==> config.mk <==
export PLATFORM = sky130hd
export DESIGN_NAME = reg_bank_arbiter_flat
export DESIGN_NICKNAME = d
export VERILOG_FILES = /design/src/rtl/reg_bank_arbiter_if.sv /design/src/rtl/reg_bank_arbiter.sv /design/src/flat_wrapper.sv
export SDC_FILE = /design/constraint.sdc
export NUM_CORES = 1
export LEC_CHECK = 0
export CAP_MARGIN = 20
export CORE_MARGIN = 8
export CORE_UTILIZATION = 36
export CTS_BUF_LIST = sky130_fd_sc_hd__clkbuf_4 sky130_fd_sc_hd__clkbuf_8 sky130_fd_sc_hd__clkbuf_16
export DETAILED_ROUTE_END_ITERATION = 16
export PLACE_DENSITY = 0.95
export SLEW_MARGIN = 30
export SYNTH_ARGS = -nofsm -noshare
export SYNTH_HDL_FRONTEND = slang
export SYNTH_SLANG_ARGS = --single-unit
==> constraint.sdc <==
create_clock -name clk -period 5.6 [get_ports clk]
set_input_delay 0.84 -clock clk [delete_from_list [all_inputs] [get_ports clk]]
set_output_delay 0.84 -clock clk [all_outputs]
set_load 0.005 [all_outputs]
==> src/rtl/reg_bank_arbiter_if.sv <==
// Request, response and bank bus bundle for reg_bank_arbiter.
// The slave modport is the arbiter; the master modport is the requesters plus the bank.
interface reg_bank_arbiter_if #(
  parameter int WIDTH = 16,
  parameter int AW    = 3
);
  logic             req0_valid;
  logic             req0_we;
  logic [AW-1:0]    req0_addr;
  logic [WIDTH-1:0] req0_wdata;
  logic             req0_ready;

  logic             req1_valid;
  logic             req1_we;
  logic [AW-1:0]    req1_addr;
  logic [WIDTH-1:0] req1_wdata;
  logic             req1_ready;

  logic             rsp0_valid;
  logic             rsp1_valid;
  logic [WIDTH-1:0] rsp_rdata;

  logic             bank_load;
  logic [AW-1:0]    bank_addr;
  logic [WIDTH-1:0] bank_din;
  logic [WIDTH-1:0] bank_dout;

  modport master (
    output req0_valid, req0_we, req0_addr, req0_wdata,
    output req1_valid, req1_we, req1_addr, req1_wdata,
    input  req0_ready, req1_ready,
    input  rsp0_valid, rsp1_valid, rsp_rdata,
    input  bank_load, bank_addr, bank_din,
    output bank_dout
  );

  modport slave (
    input  req0_valid, req0_we, req0_addr, req0_wdata,
    input  req1_valid, req1_we, req1_addr, req1_wdata,
    output req0_ready, req1_ready,
    output rsp0_valid, rsp1_valid, rsp_rdata,
    output bank_load, bank_addr, bank_din,
    input  bank_dout
  );
endinterface

==> src/rtl/reg_bank_arbiter.sv <==
// Round-robin arbiter sharing one register bank between two requesters.
// Reads stall while a recent write to the same address is still propagating.
module reg_bank_arbiter #(
  parameter int WIDTH  = 16,
  parameter int AW     = 3,
  parameter int WR_LAT = 2
) (
  input logic               clk,
  input logic               rst,
  reg_bank_arbiter_if.slave bus
);
  // With WR_LAT = 1 a single dummy entry exists but never holds a valid write.
  localparam int HL = (WR_LAT > 1) ? WR_LAT - 1 : 1;
  localparam logic HIST_EN = (WR_LAT > 1);

  logic [HL-1:0]         hv_q, hv_d;
  logic [HL-1:0][AW-1:0] ha_q, ha_d;
  logic                  last_q, last_d;
  logic                  rsp0_q, rsp0_d;
  logic                  rsp1_q, rsp1_d;
  logic [WIDTH-1:0]      rdata_q, rdata_d;

  logic             blk0, blk1;
  logic             el0, el1;
  logic             g0, g1;
  logic             g_any, g_we;
  logic [AW-1:0]    g_addr;
  logic [WIDTH-1:0] g_wdata;

  // Read-after-write hazard: compare each read address to the write history.
  always_comb begin
    blk0 = 1'b0;
    blk1 = 1'b0;
    for (int i = 0; i < HL; i++) begin
      if (hv_q[i] && ha_q[i] == bus.req0_addr)
        blk0 = 1'b1;
      if (hv_q[i] && ha_q[i] == bus.req1_addr)
        blk1 = 1'b1;
    end
  end

  // Eligibility and round-robin grant; last_q = 1 means req1 won last.
  always_comb begin
    el0 = bus.req0_valid && (bus.req0_we || !blk0);
    el1 = bus.req1_valid && (bus.req1_we || !blk1);
    g0  = !rst && el0 && (!el1 || last_q);
    g1  = !rst && el1 && (!el0 || !last_q);
  end

  // Mux the granted request onto the bank and drive the handshake outputs.
  always_comb begin
    g_any   = g0 || g1;
    g_we    = 1'b0;
    g_addr  = '0;
    g_wdata = '0;
    unique case (1'b1)
      g0: begin
        g_we    = bus.req0_we;
        g_addr  = bus.req0_addr;
        g_wdata = bus.req0_wdata;
      end
      g1: begin
        g_we    = bus.req1_we;
        g_addr  = bus.req1_addr;
        g_wdata = bus.req1_wdata;
      end
      default: ;
    endcase
    bus.req0_ready = g0;
    bus.req1_ready = g1;
    bus.bank_load  = g_any && g_we;
    bus.bank_addr  = g_addr;
    bus.bank_din   = (g_any && g_we) ? g_wdata : '0;
  end

  // Next state: fairness pointer, read response capture, write history shift.
  always_comb begin
    last_d  = last_q;
    rsp0_d  = g0 && !bus.req0_we;
    rsp1_d  = g1 && !bus.req1_we;
    rdata_d = rdata_q;
    if (g0)
      last_d = 1'b0;
    if (g1)
      last_d = 1'b1;
    if (rsp0_d || rsp1_d)
      rdata_d = bus.bank_dout;
    hv_d    = '0;
    ha_d    = '0;
    hv_d[0] = HIST_EN && g_any && g_we;
    ha_d[0] = g_addr;
    for (int i = 1; i < HL; i++) begin
      hv_d[i] = hv_q[i-1];
      ha_d[i] = ha_q[i-1];
    end
  end

  // State registers with synchronous reset.
  always_ff @(posedge clk) begin
    if (rst) begin
      hv_q    <= '0;
      ha_q    <= '0;
      last_q  <= 1'b1;
      rsp0_q  <= 1'b0;
      rsp1_q  <= 1'b0;
      rdata_q <= '0;
    end else begin
      hv_q    <= hv_d;
      ha_q    <= ha_d;
      last_q  <= last_d;
      rsp0_q  <= rsp0_d;
      rsp1_q  <= rsp1_d;
      rdata_q <= rdata_d;
    end
  end

  // Registered response outputs.
  always_comb begin
    bus.rsp0_valid = rsp0_q;
    bus.rsp1_valid = rsp1_q;
    bus.rsp_rdata  = rdata_q;
  end
endmodule

==> src/flat_wrapper.sv <==
// flat-port wrapper written by rule: the top's interface ports become plain ports
module reg_bank_arbiter_flat 
#(
  parameter int WIDTH  = 16,
  parameter int AW     = 3,
  parameter int WR_LAT = 2
)
  (clk, rst, bus_req0_valid, bus_req0_we, bus_req0_addr, bus_req0_wdata, bus_req1_valid, bus_req1_we, bus_req1_addr, bus_req1_wdata, bus_req0_ready, bus_req1_ready, bus_rsp0_valid, bus_rsp1_valid, bus_rsp_rdata, bus_bank_load, bus_bank_addr, bus_bank_din, bus_bank_dout);
  reg_bank_arbiter_if #(.WIDTH(WIDTH), .AW(AW)) bus_i ();
  input logic clk;
  input logic rst;
  input wire logic [$bits(bus_i.req0_valid)-1:0] bus_req0_valid;
  input wire logic [$bits(bus_i.req0_we)-1:0] bus_req0_we;
  input wire logic [$bits(bus_i.req0_addr)-1:0] bus_req0_addr;
  input wire logic [$bits(bus_i.req0_wdata)-1:0] bus_req0_wdata;
  input wire logic [$bits(bus_i.req1_valid)-1:0] bus_req1_valid;
  input wire logic [$bits(bus_i.req1_we)-1:0] bus_req1_we;
  input wire logic [$bits(bus_i.req1_addr)-1:0] bus_req1_addr;
  input wire logic [$bits(bus_i.req1_wdata)-1:0] bus_req1_wdata;
  output wire logic [$bits(bus_i.req0_ready)-1:0] bus_req0_ready;
  output wire logic [$bits(bus_i.req1_ready)-1:0] bus_req1_ready;
  output wire logic [$bits(bus_i.rsp0_valid)-1:0] bus_rsp0_valid;
  output wire logic [$bits(bus_i.rsp1_valid)-1:0] bus_rsp1_valid;
  output wire logic [$bits(bus_i.rsp_rdata)-1:0] bus_rsp_rdata;
  output wire logic [$bits(bus_i.bank_load)-1:0] bus_bank_load;
  output wire logic [$bits(bus_i.bank_addr)-1:0] bus_bank_addr;
  output wire logic [$bits(bus_i.bank_din)-1:0] bus_bank_din;
  input wire logic [$bits(bus_i.bank_dout)-1:0] bus_bank_dout;
  assign bus_i.req0_valid = bus_req0_valid;
  assign bus_i.req0_we = bus_req0_we;
  assign bus_i.req0_addr = bus_req0_addr;
  assign bus_i.req0_wdata = bus_req0_wdata;
  assign bus_i.req1_valid = bus_req1_valid;
  assign bus_i.req1_we = bus_req1_we;
  assign bus_i.req1_addr = bus_req1_addr;
  assign bus_i.req1_wdata = bus_req1_wdata;
  assign bus_req0_ready = bus_i.req0_ready;
  assign bus_req1_ready = bus_i.req1_ready;
  assign bus_rsp0_valid = bus_i.rsp0_valid;
  assign bus_rsp1_valid = bus_i.rsp1_valid;
  assign bus_rsp_rdata = bus_i.rsp_rdata;
  assign bus_bank_load = bus_i.bank_load;
  assign bus_bank_addr = bus_i.bank_addr;
  assign bus_bank_din = bus_i.bank_din;
  assign bus_i.bank_dout = bus_bank_dout;
  reg_bank_arbiter #(.WIDTH(WIDTH), .AW(AW), .WR_LAT(WR_LAT)) u_core (.clk(clk), .rst(rst), .bus(bus_i));
endmodule
==> reports/qor_table.md <==
| Group | Metric | Reported |
|:---|:---|:---|
| detailed routing | Final Routed Wirelength | 4230 um |
| global routing | Antenna violations before repair | 0 |
| sta | Post-route setup slack | 1.15 ns |
| global routing | Largest net degree at the start of global routing | 31 |
| placed design | Post-placement worst setup slack | 1.15 ns |
| yosys | Yosys top cell by area | sky130_fd_sc_hd__dfxtp_1 |
| yosys | Gate count after technology mapping | 128 |
| die | Row cnt | 22 |
| min path | Min-Delay Path Class | register to register |
| sta | Achievable clock frequency | 0.224 GHz |
| sta | Worst clock skew | 0.00188 ns |
| detailed routing | Remaining DRCs | 0 |
| detailed routing | Drt first-iter violations | 40 |
| pwr | Leakage | 0.936 nW |
| flow run | Maximum capacitance violations | 0 |
| cts | Clock sink total | 23 |
| detailed routing | Wire length per cell | 15.5 um |
| cts | Number of buffers inserted during clock tree synthesis | 3 |
| sta | Final Critical Period | 4.45 ns |
| global routing | Leftover overflow at the end of global routing | 0 |
| setup path | Data required, critical path | 4.76 ns |
| setup path | Most frequent cell on the critical path | sky130_fd_sc_hd__clkdlybuf4s50_1 |
| sta | Total of endpoints with negative setup slack in the final report | 0 |
| die | Area of the die | 0.00583 sq mm |
| setup path | Critical path launch point type | input pin |
| cts | CTS root buffer | sky130_fd_sc_hd__clkbuf_4 |
| yosys | Number of flops mapped to enable cells by yosys | 0 |
| yosys | Top cells by area, synth | sky130_fd_sc_hd__dfxtp_1, sky130_fd_sc_hd__nand2b_1, sky130_fd_sc_hd__a22o_1 |
| sta | Worst slew pin tran | 0.940 ns |
| setup path | Data arrival time of the critical path | 3.61 ns |
| die | Initial Util | 0.366 |
| die | I/O pin cnt | 100 |
| cells and area | Layout net count | 286 |
| yosys | Cell area after synthesis | 0.00131 sq mm |
| cells and area | Layout filler cell count | 314 |
| yosys | Most frequent cell after synthesis | sky130_fd_sc_hd__nand2b_1 |
| yosys | Top cells by count, synth | sky130_fd_sc_hd__nand2b_1, sky130_fd_sc_hd__dfxtp_1, sky130_fd_sc_hd__a22o_1 |
| setup path | Classification of the worst setup path | input pin to output pin |
| cells and area | Share of cells above drive strength 1 | 0.0533 |
| setup path | Cell class contributing the biggest share of worst-path delay | buffers and inverters |
| detailed routing | Routed via count divided by cell count | 4.84 |
| yosys | Number of warning messages in the yosys log | 0 |
| die | Chip width | 76.4 um |
| yosys | Synth unique cells | 24 |
| yosys | Mean area per synthesized cell | 10.2 sq um |
| pwr | Power density over cell area | 169 mW/mm^2 |
| yosys | Main flop type after synthesis | sky130_fd_sc_hd__dfxtp_1 |
| yosys | Share of the synthesized area in the top cell type | 0.351 |
| cts | CTS clk-pin slew, worst paths | 0.13 ns |
| sta | Number of max-slew violations in the final report | 0 |
| global routing | First-pass GRT wire length | 6790 um |
| cts | Number of cells upsized or downsized after cts | 0 |
| yosys | Async S/R FF share, synth | 0 |
| sta | Setup TNS Final | 0 ns |
| placed design | Detailed-placement wirelength estimate | 3440 um |
| sta | Setup repair after global routing missed its margin | false |
| placed design | Count of buffers from port buffering | 99 |
| detailed routing | Via Count | 1322 |
| cts | Clock insertion delay at the later pin of the skew report | 0.31 ns |
| sta | Final-report hold violation count | 0 |
| cts | Buffers from clock root to sink, at most | 2 |
| setup path | Cells along the critical path | clkdlybuf4s50_1, xor2_1, o41a_1, nor4b_4, a22o_1, clkdlybuf4s50_1 |
| yosys | Sequential fraction of the synthesis area | 0.351 |
| global routing | Overall global routing resource usage | 0.139 |
| setup path | Buffers plus inverters on the worst setup path | 2 |
| cells and area | Storage element area | 460 sq um |
| cells and area | Area of the multi-input gates | 788 sq um |
| placed design | Placer's final routability congestion estimate | 0.737 |
| sta | Max transition margin | 0.369 |
| cts | H-tree level count | 1 |
| yosys | Net count after synthesis | 188 |
| cells and area | Area Growth Syn to Fin | 78.6% |
| setup path | Nature of the critical path endpoint | output pin |
| detailed routing | Final antenna-violating net count | 0 |
| status | Outcome | completed |
| global routing | Via count of the first global-routing pass | 1420 |
| die | Core Area | 0.00358 sq mm |
| sta | Ratio of final minimum period to clock period | 0.795 |
| pwr | Largest vdd supply drop | 93.8 uV |
| cts | Quantity of hold-fixing buffers added after cts | 0 |
| cells and area | ANT cells | 0 |
| setup path | Crit-path max cell delay | 0.80 ns |
| setup path | Largest driver fanout on the critical path | 18 |
| setup path | Critical-path cell with the highest stage delay | sky130_fd_sc_hd__nor4b_4 |
| yosys | Post-synthesis sequential element count | 23 |
| cts | Clock tree from TritonCTS | yes |
| detailed routing | First-pass iteration count of the detailed router | 2 |
| die | Die Y-Extent | 76.4 um |
| cts | Count of buffers added by post-CTS timing repair for setup | 0 |
==> worst register-to-register path: cells and delay by family (launching register included) <==
family	cells	cell delay, ns
and+or+nand+nor	1	0.79
AOI/OAI and AO/OA	2	0.77
DFF	1	0.36
xor gates and xnor gates	1	0.19
==> per-stage QoR <==
stage | cell area, sq um | util | hold slack (ns) | total power [mW] | std cells
after floorplan | 1310 | - | 0.443 | 0.239 | 128
after global placement | 2310 | 0.647 | 0.459 | 0.319 | 269
after detailed placement | 2310 | 0.647 | 0.467 | 0.322 | 269
after CTS | 2340 | 0.654 | 0.486 | 0.399 | 273
after global routing | 2340 | 0.655 | 0.512 | 0.416 | 273
final | 2340 | 0.655 | 0.484 | 0.395 | 273
==> final timing paths <==
check | slack [ns] | from | to | cells after the start
worst max-delay path | 1.15 | bus_req0_addr[1] | bus_bank_din[5] | 6
worst min-delay path | 0.48 | u_core.bus.rsp_rdata[12] | u_core.bus.rsp_rdata[12] | 2
worst max register to register | 3.45 | u_core.ha_q[2] | u_core.ha_q[1] | 4
worst min register to register | 0.48 | u_core.bus.rsp_rdata[12] | u_core.bus.rsp_rdata[12] | 2
==> sequential cells by signal, summed over array words and instances (netlist names) <==
name / cells
u_core.bus.rsp_rdata: 16
u_core.bus.rsp0_valid: 1
u_core.ha_q: 3
u_core.last_q: 1
u_core.hv_q: 1
u_core.bus.rsp1_valid: 1
==> layer usage <==
layer,track usage,share of wire,wire (um)
met1,0.133,0.38,1610
met2,0.263,0.53,2260
met3,0.0460,0.068,287
met4,0.0558,0.016,68
met5,0,0,0
==> logic make-up after synthesis <==
logic type | synth area share
simple gates | 0.234
mux | 0.122
xor+xnor | 0.0401
compound gates | 0.204
buf+inv | 0.0487
flops | 0.351
==> power breakdown <==
part | leakage (nW) | switching (mW) | total (mW) | internal (mW)
clock network | 0.0177 | 0.0512 | 0.0779 | 0.0267
registers | 0.189 | 0.00634 | 0.182 | 0.175
logic | 0.729 | 0.0452 | 0.135 | 0.0900
total | 0.936 | 0.103 | 0.395 | 0.292
==> area by class of cell <==
| cell class | instances | share of cell area |
|---|---|---|
| Multi-Input combinational cell | 97 | 0.337 |
| Clock inverter | 1 | 0.00214 |
| Clock buffer | 3 | 0.00962 |
| Sequential cell | 23 | 0.197 |
| Tap cell | 48 | 0.0256 |
| Timing Repair Buffer | 101 | 0.429 |
==> cells in the final DEF (no fill, tap or decap), types with 3 or more instances in the layout <==
master and count:
sky130_fd_sc_hd__nand2b_1 34, sky130_fd_sc_hd__xor2_1 6, sky130_fd_sc_hd__dfxtp_1 23, sky130_fd_sc_hd__a22o_1 22
sky130_fd_sc_hd__clkdlybuf4s50_1 99, sky130_fd_sc_hd__clkbuf_4 3, sky130_fd_sc_hd__mux2i_1 16
Note: power is estimated with default switching activity, not from simulation.
